`config.mk`:
```
export PLATFORM = sky130hd
export DESIGN_NAME = nonrestoring_divider
export DESIGN_NICKNAME = d
export VERILOG_FILES = /design/src/rtl/div_pkg.sv /design/src/rtl/div_addsub.sv /design/src/rtl/nonrestoring_divider.sv
export SDC_FILE = /design/constraint.sdc
export NUM_CORES = 1
export LEC_CHECK = 0
export BUFFER_PORTS_ARGS = -buffer_cell sky130_fd_sc_hd__buf_2
export CORE_MARGIN = 2
export CORE_UTILIZATION = 45
export DETAILED_ROUTE_END_ITERATION = 10
export PLACE_DENSITY = 0.71
export SYNTH_ARGS = -nofsm -noshare
export SYNTH_HDL_FRONTEND = slang
export SYNTH_SLANG_ARGS = --single-unit
```
`constraint.sdc`:
```
create_clock -name clk -period 3.4 [get_ports clk]
set_input_delay 0.51 -clock clk [delete_from_list [all_inputs] [get_ports clk]]
set_output_delay 0.51 -clock clk [all_outputs]
set_load 0.01 [all_outputs]
```
`src/rtl/div_pkg.sv`:
```
`default_nettype none
// ============================================================================
//  Module      : div_pkg
//  Description : Shared constants and FSM state type for the non-restoring
//                divider.
//  Revision    : 1.0 - initial release
// ============================================================================
package div_pkg;

    localparam int DIV_WIDTH = 16;

    typedef enum logic [2:0] {
        IDLE  = 3'd0,
        LOADM = 3'd1,
        CHECK = 3'd2,
        ITER  = 3'd3,
        FIX   = 3'd4,
        DONE  = 3'd5
    } state_t;

endpackage : div_pkg
`default_nettype wire

```
`src/rtl/div_addsub.sv`:
```
`default_nettype none
// ============================================================================
//  Module      : div_addsub
//  Description : Combinational WIDTH+1 bit accumulator add/subtract of the
//                zero-extended divisor magnitude.
//  Revision    : 1.0 - initial release
// ============================================================================
module div_addsub
    import div_pkg::*;
#(
    parameter int WIDTH = DIV_WIDTH
) (
    input  logic [WIDTH:0]   a_i,
    input  logic [WIDTH-1:0] m_i,
    input  logic             sub_i,
    output logic [WIDTH:0]   sum_o
);

    // A - M when sub_i is set, otherwise A + M; wraps to WIDTH+1 bits
    always_comb begin
        sum_o = sub_i ? (a_i - {1'b0, m_i}) : (a_i + {1'b0, m_i});
    end

endmodule : div_addsub
`default_nettype wire

```
`src/rtl/nonrestoring_divider.sv`:
```
`default_nettype none
// ============================================================================
//  Module      : nonrestoring_divider
//  Description : Multi-cycle non-restoring divider. Dividend is presented on
//                data_in with start, divisor on the following cycle. One
//                quotient bit per ITER cycle, followed by a FIX cycle.
//                Define DIV_SIGNED_EN for two's complement operands (magnitudes
//                are divided, quotient truncates toward zero, remainder takes
//                the dividend's sign). Latency is the same in both builds.
//  Revision    : 1.0 - initial release
// ============================================================================
module nonrestoring_divider
    import div_pkg::*;
#(
    parameter int WIDTH = DIV_WIDTH
) (
    input  logic             clk,
    input  logic             clr,
    input  logic             start,
    input  logic [WIDTH-1:0] data_in,
    output logic             busy,
    output logic             done,
    output logic [WIDTH-1:0] quot,
    output logic [WIDTH-1:0] rem,
    output logic             dbz
);

    localparam int CW = $clog2(WIDTH + 1);

    state_t           state_q;
    logic [WIDTH:0]   a_q;      // signed partial remainder
    logic [WIDTH-1:0] q_q;      // dividend magnitude shifting out, quotient in
    logic [WIDTH-1:0] m_q;      // divisor magnitude
    logic [WIDTH-1:0] dvd_q;    // dividend as presented (needed for dbz rem)
    logic [CW-1:0]    cnt_q;

    logic [WIDTH-1:0] w_din_mag;
    logic [WIDTH-1:0] w_dvd_mag;
    logic [WIDTH:0]   w_shift_a;
    logic [WIDTH:0]   w_as_a;
    logic             w_as_sub;
    logic [WIDTH:0]   w_as_sum;
    logic [WIDTH:0]   w_a_fix;
    logic [WIDTH-1:0] w_quot_fix;
    logic [WIDTH-1:0] w_rem_fix;

    // The shared add/sub performs the iteration step in ITER and the final
    // restore (A + M) in FIX.
    assign w_shift_a = {a_q[WIDTH-1:0], q_q[WIDTH-1]};
    assign w_as_a    = (state_q == FIX) ? a_q : w_shift_a;
    assign w_as_sub  = (state_q == ITER) && !a_q[WIDTH];
    assign w_a_fix   = a_q[WIDTH] ? w_as_sum : a_q;

    div_addsub #(.WIDTH(WIDTH)) u_addsub (
        .a_i   (w_as_a),
        .m_i   (m_q),
        .sub_i (w_as_sub),
        .sum_o (w_as_sum)
    );

`ifdef DIV_SIGNED_EN
    logic dvs_neg_q;

    assign w_din_mag  = data_in[WIDTH-1] ? -data_in : data_in;
    assign w_dvd_mag  = dvd_q[WIDTH-1] ? -dvd_q : dvd_q;
    assign w_quot_fix = (dvd_q[WIDTH-1] ^ dvs_neg_q) ? -q_q : q_q;
    assign w_rem_fix  = dvd_q[WIDTH-1] ? -w_a_fix[WIDTH-1:0] : w_a_fix[WIDTH-1:0];
`else
    assign w_din_mag  = data_in;
    assign w_dvd_mag  = dvd_q;
    assign w_quot_fix = q_q;
    assign w_rem_fix  = w_a_fix[WIDTH-1:0];
`endif

    // Control FSM with registered outputs; clr overrides everything
    always_ff @(posedge clk) begin
        if (clr) begin
            state_q <= IDLE;
            a_q     <= '0;
            q_q     <= '0;
            m_q     <= '0;
            dvd_q   <= '0;
            cnt_q   <= '0;
            quot    <= '0;
            rem     <= '0;
            dbz     <= 1'b0;
            done    <= 1'b0;
            busy    <= 1'b0;
`ifdef DIV_SIGNED_EN
            dvs_neg_q <= 1'b0;
`endif
        end else begin
            done <= 1'b0;
            case (state_q)
                IDLE: begin
                    if (start) begin
                        dvd_q   <= data_in;
                        busy    <= 1'b1;
                        state_q <= LOADM;
                    end
                end
                LOADM: begin
                    m_q     <= w_din_mag;
`ifdef DIV_SIGNED_EN
                    dvs_neg_q <= data_in[WIDTH-1];
`endif
                    state_q <= CHECK;
                end
                CHECK: begin
                    if (m_q == '0) begin
                        dbz     <= 1'b1;
                        quot    <= '1;
                        rem     <= dvd_q;
                        done    <= 1'b1;
                        busy    <= 1'b0;
                        state_q <= DONE;
                    end else begin
                        a_q     <= '0;
                        q_q     <= w_dvd_mag;
                        cnt_q   <= CW'(WIDTH);
                        state_q <= ITER;
                    end
                end
                ITER: begin
                    a_q   <= w_as_sum;
                    q_q   <= {q_q[WIDTH-2:0], ~w_as_sum[WIDTH]};
                    cnt_q <= cnt_q - CW'(1);
                    if (cnt_q == CW'(1)) begin
                        state_q <= FIX;
                    end
                end
                FIX: begin
                    a_q     <= w_a_fix;
                    quot    <= w_quot_fix;
                    rem     <= w_rem_fix;
                    dbz     <= 1'b0;
                    done    <= 1'b1;
                    busy    <= 1'b0;
                    state_q <= DONE;
                end
                DONE: begin
                    state_q <= IDLE;
                end
                default: begin
                    state_q <= IDLE;
                end
            endcase
        end
    end

endmodule : nonrestoring_divider
`default_nettype wire

```
Word level (Yosys, flattened, before mapping)
Index checks and enable logic that the tools add are counted.
Widths: inputs -> output; s select.
{"block": "word_totals", "regBits": 108, "in_bits": 19, "out_inout_bits": 35, "elab_cells": 62}
{"block": "classes", "add_sub_neg": 3, "eq_ne": 9, "mux": 24, "bitwise": 1, "reduce_logical": 14}
{"op": "$pmux 16 s2", "count": 3}
{"op": "$mux 17", "count": 4}
{"op": "$pmux 17 s3", "count": 1}
{"op": "$mux 16", "count": 3}
{"op": "$add 17x16->17", "count": 1}
{"op": "$sub 17x16->17", "count": 1}
{"op": "$logic_not 16->1", "count": 1}
{"op": "$pmux 3 s5", "count": 1}
{"op": "$pmux 5 s2", "count": 1}
{"op": "$reduce_and 2->1", "count": 5}
{"op": "$mux 3", "count": 3}
{"op": "$eq 3x2->1 const B", "count": 2}
{"op": "$ne 2x2->1 const B", "count": 3}
{"op": "$reduce_bool 3->1", "count": 2}
{"op": "$eq 5x1->1 const B", "count": 1}
{"op": "$mux 5", "count": 1}
{"op": "$sub 5x1->5 const B", "count": 1}
{"op": "$mux 1", "count": 4}
{"op": "$pmux 1 s2", "count": 2}
{"op": "$reduce_bool 2->1", "count": 2}
{"op": "$eq 3x1->1 const B", "count": 1}
{"op": "$eq 3x3->1 const B", "count": 1}
{"op": "$logic_not 3->1", "count": 1}
{"op": "$pmux 1 s3", "count": 1}
{"op": "5 further kinds", "count": 5}

Logic depth before layout (Yosys ltp)
{"block": "logic_depth", "depth_word": 6, "ltp_mapped": 16, "ltp_nobuf": 14}

Hierarchy
From an unflattened synthesis, not the netlist that was laid out.
{"block": "hier_totals", "hier_cells": 787, "hier_area_um2": 6195.9}
{"module": "nonrestoring_divider", "instances": 1, "cells_per_inst": 620, "area_each_um2": 5054.8, "seq_area_each_um2": 2162.1}
{"module": "div_addsub", "instances": 1, "cells_per_inst": 167, "area_each_um2": 1141.1, "seq_area_each_um2": 0.0}

Least setup slack after synthesis
No wires, ideal clock.
{"block": "synth_timing", "path_kind": "reg2reg", "from": "reg state_q[0]", "to": "reg rem[12]", "setup_time_ns": 0.120, "arrival_ns": 3.430, "required_time_ns": 3.280, "path_slack_ns": -0.149, "path_stages_with_launch": 16, "path_buffers": 2, "synth_period_minus_slack_ns": 3.549, "cell_sequence": "dfxtp_1 > clkbuf_1 > nand2_1 > or2_2 > clkbuf_1 > nor2_1 > nor2_1 > xnor2_1 > ha_1 > nor2b_1 > o31ai_1 > a2bb2oi_1 > a21bo_2 > a31oi_1 > mux2i_1 > o31a_1"}
{"block": "synth_between", "elab_chain_cells": 6, "elab_cells_between_ends": 13, "classes_between": "2 x add/sub; 4 x eq/ne; 4 x mux; 3 x reduce/logical"}
{"element": "start: declaration", "line": "nonrestoring_divider.sv:30", "rtl": "state_t state_q;"}
{"element": "start signal: assignment", "line": "nonrestoring_divider.sv:78", "rtl": "state_q <= IDLE;"}
{"element": "start signal: assignment", "line": "nonrestoring_divider.sv:99", "rtl": "state_q <= LOADM;"}
{"element": "start signal: assignment", "line": "nonrestoring_divider.sv:107", "rtl": "state_q <= CHECK;"}
{"element": "$eq 3x3->1", "line": "nonrestoring_divider.sv:50, nonrestoring_divider.sv:94"}
{"element": "$mux 17", "line": "nonrestoring_divider.sv:50", "rtl": "assign w_as_a = (state_q == FIX) ? a_q : w_shift_a;"}
{"element": "$add 17x16->17 or $sub 17x16->17 (tied branches)", "line": "div_addsub.sv:21", "rtl": "sum_o = sub_i ? (a_i - {1'b0, m_i}) : (a_i + {1'b0, m_i});"}
{"element": "$mux 17", "line": "div_addsub.sv:21"}
{"element": "$mux 17", "line": "nonrestoring_divider.sv:52", "rtl": "assign w_a_fix = a_q[WIDTH] ? w_as_sum : a_q;"}
{"element": "$pmux 16 s2", "line": "nonrestoring_divider.sv:94", "rtl": "case (state_q)"}
{"element": "end signal: assignment", "line": "nonrestoring_divider.sv:113", "rtl": "rem <= dvd_q;"}
{"element": "end signal: assignment", "line": "nonrestoring_divider.sv:135", "rtl": "rem <= w_rem_fix;"}
{"element": "end: declaration", "line": "nonrestoring_divider.sv:24", "rtl": "output logic [WIDTH-1:0] rem,"}
Parallel ways exist; a longest one is shown, timed or not.
A chain may end at the register's enable or synchronous reset.

Final worst setup path
{"block": "layout_timing", "from": "reg m_q[1]", "to": "reg a_q[15]"}
{"block": "layout_between", "elab_chain_cells": 4, "elab_cells_between_ends": 8, "classes_between": "2 x add/sub; 1 x eq/ne; 3 x mux; 2 x reduce/logical"}
{"element": "start: declaration", "line": "nonrestoring_divider.sv:33", "rtl": "logic [WIDTH-1:0] m_q;"}
{"element": "start signal: assignment", "line": "nonrestoring_divider.sv:103", "rtl": "m_q <= w_din_mag;"}
{"element": "$add 17x16->17 or $sub 17x16->17 (tied branches)", "line": "div_addsub.sv:21"}
{"element": "$mux 17", "line": "div_addsub.sv:21"}
{"element": "$mux 17", "line": "nonrestoring_divider.sv:52"}
{"element": "$pmux 17 s3", "line": "nonrestoring_divider.sv:94"}
{"element": "end signal: assignment", "line": "nonrestoring_divider.sv:125", "rtl": "a_q <= w_as_sum;"}
{"element": "end signal: assignment", "line": "nonrestoring_divider.sv:133", "rtl": "a_q <= w_a_fix;"}
{"element": "end: declaration", "line": "nonrestoring_divider.sv:31", "rtl": "logic [WIDTH:0] a_q;"}
Parallel ways exist; a longest one is shown, timed or not.

==> results.txt <==
Fin nets: 859
Synth area leaders: dfxtp_1 (37%), nand2_1 (10%), a21oi_1 (8.5%)
Hold depth: 3
First-pass GRT wire length: 26.4 mm
Slew margin rel.: 45.7%
Max cap viols: 0
Post-Syn Area: 5860 um2
Seq cells post-synth: 108
Post-Place Cells: 973
Share of the synthesized area in the top cell type: 36.9%
Worst-path cell chain: inv_4, ha_4, or4b_4, nor4_4, nor2_1, xnor2_1, ha_1, buf_6, a21o_1, a21o_1, a21oi_2, nand2_2, or3_1, a32o_1
Max frequency: 0.289 GHz
CP max stage delay: 480 ps
Number of synthesized flops with an enable pin: 0
Initial antenna violation count: 0
Synthesis warning total: 0
Req. time, crit path: 3660 ps
Top delay family on crit path: simple AND/OR/NAND/NOR gates
Largest net degree at the start of global routing: 74
Top FF cell, synth: dfxtp_1
Detail Placement HPWL: 11.7 mm
Failing checks: setup timing
Most frequent cells in the layout: nand2_1 (158), dfxtp_1 (105), a21oi_1 (97)
Area post-placement: 6480 um2
I/O Buffers: 53
Worst EP arrival: 3720 ps
Clock root buffer: clkbuf_16
Worst-Margin Slew: 814 ps
Buffers plus inverters on the worst setup path: 2
Total CTS buffers: 9
# diodes: 0
Slowest-stage cell, CP: or4b_4
# clock sinks: 108
R2R depth: 14
# rows: 41
DR vias/cell: 5.71
Initial DRC Count: 634
Overall global routing resource usage: 23.8%
GRT overflow: 0
Share of flip-flops with an asynchronous set or reset: 0%
CTS tree: built
P&R area growth vs syn: 18.4%
Avg Cell Area, Syn: 7.72 um2
Final hold violation count: 0
Count of pins over their slew limit: 0
Status: finished, violations left
Crit path max fanout: 4
Final core utilization: 54.8%
Core Area: 12700 um2
Synth cell types: 68
Non-Filler Instances: 997
DRC viols: 0
Routed WL per cell: 17.0 um
Cells after synthesis: 759
Crit-path most repeated cell: a21o_1
Starting Density: 46.2%
Remaining antenna violation count: 0
RSZ-0062 raised after global routing: true
Via count: 5688
Syn Nets: 798
Max H-tree Level: 3
Maximum buffer depth of the clock tree: 2
Top-level I/O count: 54
Critical path capture point type: register
DIE WIDTH: 118 um
Final WL: 16.9 mm
Clk slew on worst S/H paths: 80 ps
DIE HEIGHT: 118 um
Layout cells sized above 1: 19.2%
CP startpoint kind: register
Yosys top cell by area: dfxtp_1
Leakage power: 2.84 nW
Full die area: 14000 um2
Gpl congestion: 0.938
Peak supply drop: 352 uV
Fin crit period: 3460 ps
Finish-stage setup viols: 3
Worst-Skew Late Latency: 360 ps
Hold Slack: 390 ps
Vias in the first global route: 5063
Hold Path Class: in -> reg
Final clock skew: 5.41 ps
Drt pass-1 iters: 5
WS Path Type: reg -> reg
Commonest non-fill, non-tap cell in the layout: nand2_1
Final WS setup: -60.7 ps
Post-CTS Hold Buffers: 0
PwrDens: 641 nW/um2
Fin crit share: 102%
Post-route cell area: 6940 um2
Post-synthesis sequential area ratio: 36.9%
WP depth: 14
## cell usage after synthesis (12+ instances only)
cell	number
a21o_1	14
xnor2_1	13
nand2_1	160
nor3_1	17
mux2i_1	17
o21ai_0	34
a211oi_1	12
a21oi_1	99
clkbuf_1	40
dfxtp_1	108
nor2_1	57
ha_1	19
a22oi_1	22
## power breakdown
group | total, mW | leakage (nW) | switching [mW] | internal (mW)
combinational | 1.88 | 1.82 | 1.06 | 0.823
sequential | 1.50 | 0.878 | 0.119 | 1.38
clock | 1.06 | 0.144 | 0.529 | 0.533
## area by class of cell
type,instances,area (um2)
Fill cell,1200,5730
Multi-Input combinational cell,587,3530
Sequential cell,108,2170
Timing Repair Buffer,103,679
Clock buffer,10,239
Tap cell,172,215
Clock inverter,6,57.6
Inverter,11,43.8
## flip-flops by register name, summed over array words and instances, names as in the netlist
signal,cells
a_q,17
dvd_q,16
m_q,16
q_q,16
quot,16
rem,16
cnt_q,5
state_q,3
busy,1
dbz,1
done,1
## logic make-up (layout without fill, tap and decap cells)
logic type	after synthesis	count (layout)	share of synthesized area, %
adders and majority gates	20	20	4.40
buffers and inverters	64	130	4.63
AOI/OAI and AO/OA	229	229	24.6
muxes	19	19	3.29
DFF	108	108	36.9
xor gates and xnor gates	21	21	3.14
and+or+nand+nor	298	298	23.0
## final timing paths
check / from / to / slack, ps
worst min-delay path: data_in[1] / m_q[1] / 390
worst max-delay path: m_q[1] / a_q[15] / -60
worst min register to register: q_q[10] / q_q[10] / 480
worst max register to register: m_q[1] / a_q[15] / -60
## routing by layer
metal  vias to the layer above  GRT usage [%]  part of all wire [%]
met3                        29           3.73                   6.4
li1                       2806              -                     -
met4                         0           10.3                   3.1
met2                       203           35.7                    44
met5                         -              0                     0
met1                      2650           33.8                    46
## stage by stage
stage / worst slack [ps] / power, mW / setup TNS, ps
5_1_grt: -172 / 4.68 / -631
2_1_floorplan: -17.4 / 2.68 / -17.4
3_5_place_dp: -30.2 / 3.20 / -47.1
4_1_cts: -25.5 / 4.29 / -25.5
3_3_place_gp: 10.1 / 3.19 / 0
6_report: -60.7 / 4.45 / -104
## what timing repair did
action	in CTS	in global routing
resized for setup	6	25
endpoints found under the setup margin	3	18
pin swaps	4	22
buffers inserted	1	7
## worst min-delay path, stage by stage
cell and delay (ps):
buf_2 110, nand2_1 50, a21oi_1 50
(Power assumes the default switching activity.)
